===== src/rtl/mips_core_pkg.sv =====
// ----------------------------------------------------------------------------
// mips_core_pkg
// Types shared across the MIPS core slice. The replacement unit picks its
// insertion behaviour from replacement_mode_e. set_class_e names the role a
// cache set plays while the unit is choosing between LRU and BIP insertion.
// No ports; this is a package.
// ----------------------------------------------------------------------------
package mips_core_pkg;

   // Insertion/replacement policy the replacement unit runs.
   typedef enum logic [1:0] {
      MODE_LRU = 2'd0,
      MODE_LIP = 2'd1,
      MODE_BIP = 2'd2,
      MODE_DIP = 2'd3
   } replacement_mode_e;

   // Role of a set during set dueling: a fixed LRU sample, a fixed BIP
   // sample, or a follower that uses whichever policy is currently winning.
   typedef enum logic [1:0] {
      SET_FOLLOWER   = 2'd0,
      SET_LRU_LEADER = 2'd1,
      SET_BIP_LEADER = 2'd2
   } set_class_e;

endpackage


===== src/rtl/dip_replacement_unit_plru_tree.sv =====
// ----------------------------------------------------------------------------
// plru_tree
// Purely combinational tree-PLRU helper for one cache set.
// Bits are stored heap-style: node 0 is the root and node n has children
// 2n+1 (lower half) and 2n+2 (upper half). A bit of 0 steers the victim
// search into the lower half of its subtree, a 1 into the upper half.
// Ports:
//   treeBits     - current WAYS-1 tree bits of the set
//   way          - way to promote or demote
//   victimWay    - way reached by following treeBits from the root
//   promotedBits - treeBits with every bit on way's path pointing away from it
//   demotedBits  - treeBits with every bit on way's path pointing toward it
// ----------------------------------------------------------------------------
module plru_tree #(
   parameter int WAYS = 4
) (
   input  logic [WAYS-2:0]         treeBits,
   input  logic [$clog2(WAYS)-1:0] way,
   output logic [$clog2(WAYS)-1:0] victimWay,
   output logic [WAYS-2:0]         promotedBits,
   output logic [WAYS-2:0]         demotedBits
);

   localparam int LEVELS    = $clog2(WAYS);
   localparam int NODE_BITS = (WAYS > 2) ? $clog2(WAYS - 1) : 1;

   // The node visited at a given level is the first node of that level plus
   // the way-number bits already chosen above it.
   function automatic logic [NODE_BITS-1:0] nodeIndex(input int lvl,
                                                      input logic [LEVELS-1:0] w);
      return NODE_BITS'((1 << lvl) - 1) + NODE_BITS'(w >> (LEVELS - lvl));
   endfunction

   // Walk from the root to a leaf. Each level's bit becomes the next
   // way-number bit, so the partially built victimWay also names the next
   // node to visit.
   always_comb begin
      victimWay = '0;
      for (int lvl = 0; lvl < LEVELS; lvl++) begin
         victimWay[LEVELS-1-lvl] = treeBits[nodeIndex(lvl, victimWay)];
      end
   end

   // Rewrite only the bits on the path to 'way'. Promotion steers each bit
   // toward the sibling half (away from way); demotion steers it toward way so
   // that way becomes the next victim of the set.
   always_comb begin
      promotedBits = treeBits;
      demotedBits  = treeBits;
      for (int lvl = 0; lvl < LEVELS; lvl++) begin
         promotedBits[nodeIndex(lvl, way)] = ~way[LEVELS-1-lvl];
         demotedBits[nodeIndex(lvl, way)]  = way[LEVELS-1-lvl];
      end
   end

endmodule


===== src/rtl/dip_replacement_unit.sv =====
// ----------------------------------------------------------------------------
// dip_replacement_unit
// Tree-PLRU replacement state for a set-associative cache, with selectable
// insertion policy (LRU, LIP, BIP or dynamic DIP set dueling).
// Ports:
//   clk, rst                 - clock; synchronous active-high reset
//   lookup_valid/index/hit   - an access to set lookup_index and whether it hit
//   lookup_way               - hitting way (promoted to MRU on a hit)
//   valid_mask               - valid bits of set lookup_index
//   fill_valid/index/way     - a line installed into fill_way of set fill_index
//   victim_way               - replacement candidate for lookup_index (combinational)
//   follower_bip             - follower sets currently insert with BIP
//   psel                     - policy-select counter
// ----------------------------------------------------------------------------
module dip_replacement_unit
   import mips_core_pkg::*;
#(
   parameter int                WAYS        = 4,
   parameter int                INDEX_WIDTH = 6,
   parameter int                PSEL_WIDTH  = 10,
   parameter int                BIP_LOG2    = 5,
   parameter replacement_mode_e MODE        = MODE_DIP
) (
   input  logic                      clk,
   input  logic                      rst,
   input  logic                      lookup_valid,
   input  logic [INDEX_WIDTH-1:0]    lookup_index,
   input  logic                      lookup_hit,
   input  logic [$clog2(WAYS)-1:0]   lookup_way,
   input  logic [WAYS-1:0]           valid_mask,
   input  logic                      fill_valid,
   input  logic [INDEX_WIDTH-1:0]    fill_index,
   input  logic [$clog2(WAYS)-1:0]   fill_way,
   output logic [$clog2(WAYS)-1:0]   victim_way,
   output logic                      follower_bip,
   output logic [PSEL_WIDTH-1:0]     psel
);

   localparam int WAY_BITS  = $clog2(WAYS);
   localparam int TREE_BITS = WAYS - 1;
   localparam int DEPTH     = 1 << INDEX_WIDTH;
   localparam int HALF      = INDEX_WIDTH / 2;
   localparam logic [PSEL_WIDTH-1:0] PSEL_INIT = {1'b0, {(PSEL_WIDTH-1){1'b1}}};

   logic [TREE_BITS-1:0] treeMem [DEPTH];
   logic [TREE_BITS-1:0] lookupBits;
   logic [TREE_BITS-1:0] lookupPromoted;
   logic [TREE_BITS-1:0] unusedLookupDemoted;
   logic [TREE_BITS-1:0] fillBits;
   logic [TREE_BITS-1:0] fillPromoted;
   logic [TREE_BITS-1:0] fillDemoted;
   logic [TREE_BITS-1:0] fillNewBits;
   logic [WAY_BITS-1:0]  treeVictim;
   logic [WAY_BITS-1:0]  unusedFillVictim;
   logic [BIP_LOG2-1:0]  bipCtr;
   logic                 fillUsesBip;
   logic                 fillAtMru;
   logic                 hitIsShadowed;
   set_class_e           fillClass;
   set_class_e           lookupClass;

   // Leader sets are picked by comparing the upper and lower halves of the
   // index: equal halves sample LRU, complementary halves sample BIP, so the
   // two leader groups never overlap and are spread evenly over the cache.
   function automatic set_class_e classifySet(input logic [INDEX_WIDTH-1:0] idx);
      logic [HALF-1:0] upperHalf;
      logic [HALF-1:0] lowerHalf;
      upperHalf = idx[INDEX_WIDTH-1 -: HALF];
      lowerHalf = idx[HALF-1:0];
      if (upperHalf == lowerHalf) begin
         return SET_LRU_LEADER;
      end else if (upperHalf == ~lowerHalf) begin
         return SET_BIP_LEADER;
      end else begin
         return SET_FOLLOWER;
      end
   endfunction

   assign lookupBits  = treeMem[lookup_index];
   assign fillBits    = treeMem[fill_index];
   assign lookupClass = classifySet(lookup_index);
   assign fillClass   = classifySet(fill_index);

   plru_tree #(.WAYS(WAYS)) lookupTree (
      .treeBits     (lookupBits),
      .way          (lookup_way),
      .victimWay    (treeVictim),
      .promotedBits (lookupPromoted),
      .demotedBits  (unusedLookupDemoted)
   );

   plru_tree #(.WAYS(WAYS)) fillTree (
      .treeBits     (fillBits),
      .way          (fill_way),
      .victimWay    (unusedFillVictim),
      .promotedBits (fillPromoted),
      .demotedBits  (fillDemoted)
   );

   // An empty way always beats the tree: scanning from the top down leaves
   // the lowest-numbered invalid way as the final choice.
   always_comb begin
      victim_way = treeVictim;
      for (int w = WAYS - 1; w >= 0; w--) begin
         if (!valid_mask[w]) begin
            victim_way = WAY_BITS'(w);
         end
      end
   end

   // Decide where the incoming line lands. BIP mostly inserts at LRU and
   // only lets one fill in every 2^BIP_LOG2 through at MRU, which protects
   // the cache from streaming data. In DIP mode the leaders keep their fixed
   // policy and the followers track the winning policy through follower_bip.
   always_comb begin
      fillUsesBip = 1'b0;
      fillAtMru   = 1'b1;
      case (MODE)
         MODE_LRU: fillAtMru = 1'b1;
         MODE_LIP: fillAtMru = 1'b0;
         MODE_BIP: fillUsesBip = 1'b1;
         MODE_DIP: begin
            case (fillClass)
               SET_LRU_LEADER: fillUsesBip = 1'b0;
               SET_BIP_LEADER: fillUsesBip = 1'b1;
               default:        fillUsesBip = follower_bip;
            endcase
         end
         default: fillAtMru = 1'b1;
      endcase
      if (fillUsesBip) begin
         fillAtMru = (bipCtr == '0);
      end
   end

   assign fillNewBits   = fillAtMru ? fillPromoted : fillDemoted;
   assign hitIsShadowed = fill_valid && (fill_index == lookup_index);
   assign follower_bip  = (MODE == MODE_DIP) ? psel[PSEL_WIDTH-1] : 1'b0;

   // Tree state update. A hit and a fill on the same set collide on one
   // entry; the fill carries the newer information, so the hit is dropped.
   // Reset wins over both and clears every set back to "victim is way 0".
   always_ff @(posedge clk) begin
      if (rst) begin
         for (int s = 0; s < DEPTH; s++) begin
            treeMem[s] <= '0;
         end
      end else begin
         if (lookup_valid && lookup_hit && !hitIsShadowed) begin
            treeMem[lookup_index] <= lookupPromoted;
         end
         if (fill_valid) begin
            treeMem[fill_index] <= fillNewBits;
         end
      end
   end

   // Policy bookkeeping. The BIP throttle advances on every fill that used
   // BIP. psel counts leader misses: LRU-leader misses push it up (LRU is
   // losing, favour BIP) and BIP-leader misses pull it down, saturating at
   // both ends. It starts just below the midpoint so followers begin on LRU.
   always_ff @(posedge clk) begin
      if (rst) begin
         psel   <= PSEL_INIT;
         bipCtr <= '0;
      end else begin
         if (fill_valid && fillUsesBip) begin
            bipCtr <= bipCtr + BIP_LOG2'(1);
         end
         if ((MODE == MODE_DIP) && lookup_valid && !lookup_hit) begin
            if ((lookupClass == SET_LRU_LEADER) && (psel != '1)) begin
               psel <= psel + PSEL_WIDTH'(1);
            end else if ((lookupClass == SET_BIP_LEADER) && (psel != '0)) begin
               psel <= psel - PSEL_WIDTH'(1);
            end
         end
      end
   end

endmodule


===== config.mk =====
export PLATFORM = sky130hd
export DESIGN_NAME = dip_replacement_unit
export DESIGN_NICKNAME = d
export VERILOG_FILES = /design/src/rtl/mips_core_pkg.sv /design/src/rtl/dip_replacement_unit_plru_tree.sv /design/src/rtl/dip_replacement_unit.sv
export SDC_FILE = /design/constraint.sdc
export NUM_CORES = 1
export LEC_CHECK = 0
export CORE_AREA = 2 2 152 154
export CTS_CLUSTER_DIAMETER = 120
export DETAILED_ROUTE_END_ITERATION = 8
export DIE_AREA = 0 0 154 156
export MAX_ROUTING_LAYER = met4
export PLACE_DENSITY = 0.77
export RECOVER_POWER = 25
export SLEW_MARGIN = 20
export SYNTH_ARGS = -nofsm -noshare
export SYNTH_HDL_FRONTEND = slang
export SYNTH_SLANG_ARGS = --single-unit

===== constraint.sdc =====
create_clock -name clk -period 10.1 [get_ports clk]
set_clock_uncertainty 0.15 [all_clocks]
set_input_delay 2.02 -clock clk [delete_from_list [all_inputs] [get_ports clk]]
set_output_delay 2.02 -clock clk [all_outputs]
set_load 0.01 [all_outputs]

==> results of run 1 <==
per-stage QoR:
stage / cells / hold slack (ns) / util (%) / setup slack [ns]
finish: 1457 / 0.369 / 60.7 / 1.61
global route: 1457 / 0.393 / 60.7 / 1.35
CTS: 1457 / 0.376 / 60.7 / 2.48
detailed placement: 1417 / 0.349 / 57.5 / 2.50
global placement: 1417 / 0.353 / 57.5 / 2.54
floorplan: 1194 / 0.330 / - / 3.95
cells by family (layout without fill, tap and decap cells):
| family | after synthesis | in the layout |
|---|---|---|
| AOI/OAI and AO/OA | 354 | 354 |
| xor gates and xnor gates | 23 | 23 |
| DFF | 207 | 207 |
| buffers and inverters | 141 | 119 |
| muxes | 82 | 82 |
| adders and majority gates | 11 | 11 |
| and+or+nand+nor | 376 | 376 |
routing by layer:
layer / share of wire [%] / up-vias / track usage, %
met3: 18 / 275 / 12.0
met1: 33 / 5325 / 49.0
met4: 8.0 / 0 / 22.5
li1: - / 4684 / -
met5: 0 / - / -
met2: 41 / 1204 / 53.0
worst max-delay path, delay by kind of cell:
kind	cells	cell delay (ns)
multiplexers	2	0.66
buffers and inverters	3	2.43
AO/OA/AOI/OAI	4	1.02
AND/OR/NAND/NOR	1	0.18
registers in the layout (all words and copies together) (netlist names):
register	count
treeMem	192
bipCtr	5
psel	10
where the power goes:
group | total (mW) | internal, mW | leakage, nW | switching (mW)
sequential | 0.996 | 0.968 | 2.11 | 0.0285
clock | 0.818 | 0.468 | 0.337 | 0.350
combinational | 0.327 | 0.107 | 2.19 | 0.219
total | 2.14 | 1.54 | 4.64 | 0.598
layout make-up:
cell class / count / area share (%)
clock buffer: 28 / 4.38
inverter: 19 / 0.525
multi-input combinational: 846 / 43.2
clock inverter: 12 / 0.857
tap: 285 / 2.63
timing repair buffer: 60 / 3.75
sequential: 207 / 44.7
worst max-delay path by stage:
stage,start,endpoint,slack [ns]
after floorplan,lookup_index[2],victim_way[0],3.95
after detailed placement,lookup_index[2],victim_way[0],2.50
final,lookup_index[0],victim_way[0],1.61
after global placement,lookup_index[0],victim_way[0],2.54
after global routing,lookup_index[0],victim_way[0],1.35
after CTS,lookup_index[2],victim_way[0],2.48
cells in the final DEF, fill, tap and decap left out, types with 10 or more instances in the layout:
cell,n
sky130_fd_sc_hd__a21oi_1,24
sky130_fd_sc_hd__dfxtp_1,15
sky130_fd_sc_hd__edfxtp_1,192
sky130_fd_sc_hd__mux2i_1,21
sky130_fd_sc_hd__nand3_1,83
sky130_fd_sc_hd__a22oi_1,13
sky130_fd_sc_hd__ha_1,10
sky130_fd_sc_hd__o22ai_1,206
sky130_fd_sc_hd__buf_4,21
sky130_fd_sc_hd__nand2b_1,11
sky130_fd_sc_hd__and3_1,16
sky130_fd_sc_hd__dlygate4sd3_1,12
sky130_fd_sc_hd__inv_1,16
sky130_fd_sc_hd__mux2_2,29
sky130_fd_sc_hd__xor2_1,14
sky130_fd_sc_hd__nor2_1,26
sky130_fd_sc_hd__clkbuf_16,23
sky130_fd_sc_hd__nor2b_1,10
sky130_fd_sc_hd__a221oi_1,35
sky130_fd_sc_hd__clkdlybuf4s50_1,20
sky130_fd_sc_hd__a221o_1,10
sky130_fd_sc_hd__nand2_1,172
sky130_fd_sc_hd__mux4_2,30
sky130_fd_sc_hd__o211ai_1,13
==> key figures, run 1 <==
Synth
  – Simple-gate portion of the synthesized area: 14.2%
  – Number of register bits inferred by synthesis: 207
  – Leading area contributor after synthesis: sky130_fd_sc_hd__edfxtp_1
  – Multiplexer area fraction after synthesis: 9.96%
  – Fraction of synthesis flops using an asynchronous set or reset pin: 0%
  – Sequential fraction of the synthesis area: 48.3%
  – Synth area leaders: sky130_fd_sc_hd__edfxtp_1 (46%), sky130_fd_sc_hd__o22ai_1 (10%), sky130_fd_sc_hd__mux4_2 (5.4%), sky130_fd_sc_hd__nand2_1 (5.1%), sky130_fd_sc_hd__nand3_1 (3.3%)
  – Post-Syn Area per Cell: 10.5 sq um
  – Number of enable-type register cells in the synthesized netlist: 192
  – Largest family of logic cells by synthesized area: compound AO/OA/AOI/OAI gates
  – Area share of the leading cell type in the synthesized netlist: 46.0%
  – Post-synthesis share of cell area spent on full adders, half adders and majority gates: 1.16%
  – Fraction of synthesized cell area in xor and xnor cells: 1.61%
  – Area of the mapped netlist: 12500 sq um
  – Most frequent cells after synthesis: sky130_fd_sc_hd__o22ai_1 (206), sky130_fd_sc_hd__edfxtp_1 (192), sky130_fd_sc_hd__nand2_1 (172)
  – Number of distinct library cell variants in the gate-level netlist after synthesis: 69
  – Total of warnings raised by yosys: 0
  – Synth Instances: 1194
  – Net count after synthesis: 1230
  – Complex-gate fraction of the synthesized area: 19.3%
  – Ys flop type: sky130_fd_sc_hd__edfxtp_1
  – Most common cell in the netlist: sky130_fd_sc_hd__o22ai_1

STA
  – Maximum clock frequency: 118 MHz
  – Share of the clock period used by the worst path after layout: 84.0%
  – RSZ-0062 raised after global routing: no
  – Sum Neg Setup Slack: 0 ns
  – Final setup fails: 0
  – Worst slew pin tran: 1.88 ns
  – Max-slew violation count: 32
  – Shortest clock period the worst path allows after layout: 8.49 ns
  – Final hold violation count: 0
  – Worst slew margin relative to its limit: -25.1%

Clocking
  – Number of buffers inserted during clock tree synthesis: 23
  – Clock tree from TritonCTS: yes
  – Post-CTS clock slew at the launch and capture registers of the worst setup and hold paths: 0.06 ns
  – Postcts setup bufs: 0
  – Worst-skew pair later-pin latency: 0.54 ns
  – Clock Sink Count: 207
  – Master cell of the clock root buffer: sky130_fd_sc_hd__clkbuf_16
  – Total of hold buffers inserted after clock tree synthesis: 0
  – Maximum clock path buffer count: 3
  – H-tree depth: 1
  – Number of gates given a new drive strength after cts: 0

Pwr
  – Leakage component of the power: 4.64 nW
  – Maximum vdd drop: 89.9 uV
  – Total Power Consumption: 2.14 mW
  – Power density over cell area: 158 nW/um^2

Run status
  – Violations in the final reports: max-capacitance violations, max-slew violations
  – Result of the run: complete, but fails checks

Floorplan
  – Core Box Area: 22400 sq um
  – Initial core utilization: 56.1%
  – Number of ports placed on the die boundary: 38
  – Horizontal extent of the die: 154 um
  – Total die area: 24000 sq um
  – Chip Height: 156 um
  – Number of standard-cell rows in the floorplan: 55

Min path
  – Kind of path behind the tightest hold check: reg2reg
  – Startpoint of the most critical hold path: bipCtr[4]
  – Cell depth of the worst min-delay path: 2
  – Worst hold endpoint: bipCtr[4]

Critical path
  – Endpoint of the worst register-to-register path: treeMem[16][2]
  – Slack of the worst reg-to-reg path: 6.23 ns
  – Critical Path Sink Type: output port
  – CP arrival: 6.32 ns
  – Ordered cell list for the critical path: clkbuf_1 > buf_4 > mux2_4 > a221o_1 > a221o_1 > a22oi_1 > nand4_1 > mux2i_1 > a31oi_1 > clkdlybuf4s50_1
  – Crit-path most repeated cell: sky130_fd_sc_hd__a221o_1
  – Max FO, Critical Path: 39
  – Cell with the largest stage delay on the worst path: sky130_fd_sc_hd__clkbuf_1
  – Worst reg2reg startpoint: psel[9]
  – Endpoint required time on the critical path: 7.93 ns
  – CP startpoint kind: primary input
  – Reg2Reg Depth: 6
  – Crit Path Category: in2out
  – Slowest stage delay, CP: 1.32 ns

Finish
  – Synth-to-Final Area Change: 8.19%
  – Antenna diodes: 0
  – Fraction of layout instances using a drive strength above 1: 11.5%
  – Filler cell count in the final layout: 1772
  – Register area: 6070 sq um
  – Area occupied by multi-input gates: 5860 sq um
  – Final #Nets: 1193
  – Cell area after layout: 13600 sq um

Drt
  – Final wirelength: 45000 um
  – DRC violation count after routing: 0
  – Average wire per standard cell: 30.9 um
  – Drt initial violations: 2211
  – Number of nets still failing antenna checks after routing: 0
  – DR pass1 iterations: 8
  – Via count of the routed design: 11500
  – Vias per cell: 7.88

Place
  – HPWL after DPL: 28200 um
  – Instance area after placement: 12900 sq um
  – Number of port buffers: 37
  – Placer congestion estimate: 1.06

GRT
  – Vias in the first global route: 10500
  – Number of antenna violations at the first check in global routing: 0
  – Wire length of the first global-routing pass: 65700 um
  – Overall track demand over capacity in global routing: 38.1%
  – Maximum number of pins on one net before global-route repair: 76
  – Gr ovfl total: 0

Flow run
  – Maximum capacitance violations: 1
Power figures use the tool's default switching activity.
==> run 2: changes to the inputs <==
PLACE_DENSITY = 0.8   (was 0.77)
clock period = 6.9 ns   (was 10.1 ns; I/O delays follow)
==> run 2 against run 1 <==
Sequential share of layout area shrank 0.51 points. Highest routed layer unchanged. The flow still finishes with violations (max-capacitance violations, max-slew violations). First-iteration DRC count shrank 11%. Largest cell class unchanged. Non-clock buffer count grew 7.
==> key figures, run 2 (same netlist as run 1, synthesis figures left out) <==
Run status
  – Result of the run: complete, but fails checks
  – Violations in the final reports: max-capacitance violations, max-slew violations

Place
  – Cell total after placement: 1424
  – Pre-CTS WS: 0.934 ns
  – Number of port buffers: 37
  – HPWL after DPL: 29400 um
  – Placer congestion estimate: 1.12

Floorplan
  – Core Box Area: 22400 sq um
  – Number of standard-cell rows in the floorplan: 55
  – Initial core utilization: 56.1%
  – Total die area: 24000 sq um
  – Horizontal extent of the die: 154 um
  – Chip Height: 156 um
  – Number of ports placed on the die boundary: 38

Finish
  – Fraction of layout instances using a drive strength above 1: 12.0%
  – Top library cells by usage in the layout, fill and taps aside: sky130_fd_sc_hd__o22ai_1 (206), sky130_fd_sc_hd__edfxtp_1 (192), sky130_fd_sc_hd__nand2_1 (172), sky130_fd_sc_hd__nand3_1 (83), sky130_fd_sc_hd__a221oi_1 (35)
  – Number of cells in the finished layout apart from fillers: 1466
  – Leading registers by flop count: treeMem x192, psel x10, bipCtr x5
  – Filler cell count in the final layout: 1728
  – Most common library cell in the layout ignoring fill and taps: sky130_fd_sc_hd__o22ai_1
  – Final #Nets: 1199
  – Register with the highest flop count: treeMem
  – Flip-flop count of the largest register after layout: 192
  – Synth-to-Final Area Change: 9.43%

Clocking
  – Number of gates given a new drive strength after cts: 0
  – Post-CTS clock slew at the launch and capture registers of the worst setup and hold paths: 0.06 ns
  – Maximum clock path buffer count: 3
  – Clock Sink Count: 207
  – H-tree depth: 1
  – Worst-skew pair later-pin latency: 0.52 ns
  – Clock tree from TritonCTS: yes
  – Postcts setup bufs: 0
  – Master cell of the clock root buffer: sky130_fd_sc_hd__clkbuf_16
  – Total of hold buffers inserted after clock tree synthesis: 0
  – Number of buffers inserted during clock tree synthesis: 22

STA
  – Maximum clock frequency: 160 MHz
  – Sum Neg Setup Slack: 0 ns
  – Worst slew pin tran: 1.60 ns
  – Min setup slack post-route: 0.631 ns
  – Max-slew violation count: 26
  – RSZ-0062 raised after global routing: no
  – Worst slew margin relative to its limit: -6.97%
  – Share of the clock period used by the worst path after layout: 90.9%
  – Shortest clock period the worst path allows after layout: 6.27 ns
  – Final hold violation count: 0
  – Final setup fails: 0

Critical path
  – Cell with the largest stage delay on the worst path: sky130_fd_sc_hd__clkbuf_1
  – Worst path buffer plus inverter count: 3
  – Slowest stage delay, CP: 1.23 ns
  – Crit-path most repeated cell: sky130_fd_sc_hd__clkbuf_1
  – Ordered cell list for the critical path: clkbuf_1 > clkbuf_1 > nor2_1 > a221oi_1 > o21ai_0 > a31oi_1 > nand4_1 > nand2_2 > buf_12 > o22ai_1
  – Endpoint required time on the critical path: 6.99 ns
  – Max FO, Critical Path: 37
  – CP arrival: 6.36 ns
  – Gate family responsible for the most delay along the worst path: buffers and inverters
  – Crit Path Category: in2reg
  – CP startpoint kind: primary input
  – Critical Path Sink Type: flop

Drt
  – Average wire per standard cell: 30.8 um
  – Final wirelength: 45100 um
  – DRC violation count after routing: 0
  – Number of nets still failing antenna checks after routing: 0
  – Vias per cell: 7.99
  – DR pass1 iterations: 8
  – Drt initial violations: 1958
  – Via count of the routed design: 11700

Pwr
  – Maximum vdd drop: 135 uV
  – Leakage component of the power: 4.72 nW
  – Total Power Consumption: 3.21 mW
  – Power density over cell area: 234 nW/um^2

GRT
  – Gr ovfl total: 0
  – Overall track demand over capacity in global routing: 38.4%
  – Vias in the first global route: 10700
  – Wire length of the first global-routing pass: 67100 um
  – Maximum number of pins on one net before global-route repair: 76
  – Number of antenna violations at the first check in global routing: 2

Flow run
  – Maximum capacitance violations: 1

Min path
  – Kind of path behind the tightest hold check: reg2reg
-- run 2: changes by cell type in the layout (fill, tap and decap cells not counted), moves of 2 or more --
cell                         before  now
sky130_fd_sc_hd__clkinvlp_4       3    0
sky130_fd_sc_hd__bufinv_16        2    4
sky130_fd_sc_hd__buf_4           21   23
sky130_fd_sc_hd__diode_2          0    2
sky130_fd_sc_hd__buf_12           0    4
-- run 2: metrics by stage --
| stage | cell area, sq um | hold slack (ns) | util [%] |
|---|---|---|---|
| floorplan | 12500 | 0.330 | - |
| global placement | 13000 | 0.345 | 57.9 |
| detailed placement | 13000 | 0.360 | 58.0 |
| CTS | 13700 | 0.381 | 61.4 |
| global route | 13700 | 0.402 | 61.4 |
| finish | 13700 | 0.376 | 61.4 |
-- run 2: worst paths after layout --
check / from / end / slack (ns) / cells after the start
min: bipCtr[4] / bipCtr[4] / 0.38 / 2
max reg2reg: treeMem[3][2] / treeMem[56][2] / 3.31 / 8
max: fill_index[0] / treeMem[16][1] / 0.63 / 10
min reg2reg: bipCtr[4] / bipCtr[4] / 0.38 / 2
-- run 2: power breakdown --
group          internal (mW)  switching [mW]  total (mW)
clock network          0.759           0.500        1.26
registers               1.42          0.0434        1.46
logic                  0.168           0.319       0.488
-- run 2: worst reg2reg max path: cells and delay by family, from the launching register on --
| family | cells | cell delay (ns) |
|---|---|---|
| AOI/OAI and AO/OA | 4 | 1.37 |
| muxes | 2 | 0.78 |
| DFF | 1 | 0.43 |
| buffers and inverters | 1 | 0.32 |
| and+or+nand+nor | 1 | 0.21 |
-- run 2: metal layers --
metal / global-route usage (%) / up-vias / share of wire, %
met3: 12.4 / 257 / 17
met5: - / - / 0
met4: 19.9 / 0 / 6.9
met1: 48.5 / 5518 / 34
li1: - / 4698 / -
met2: 55.5 / 1246 / 43
-- run 2: final cells by class --
cell class                      instances  area [sq um]  area share (%)
Tap cell                              285           357            2.60
Timing Repair Buffer                   67           608            4.43
Inverter                               19          71.3           0.519
Antenna cell                            2          5.00          0.0365
Sequential cell                       207          6070            44.2
Clock inverter                         12           163            1.18
Clock buffer                           28           594            4.33
Multi-Input combinational cell        846          5870            42.7
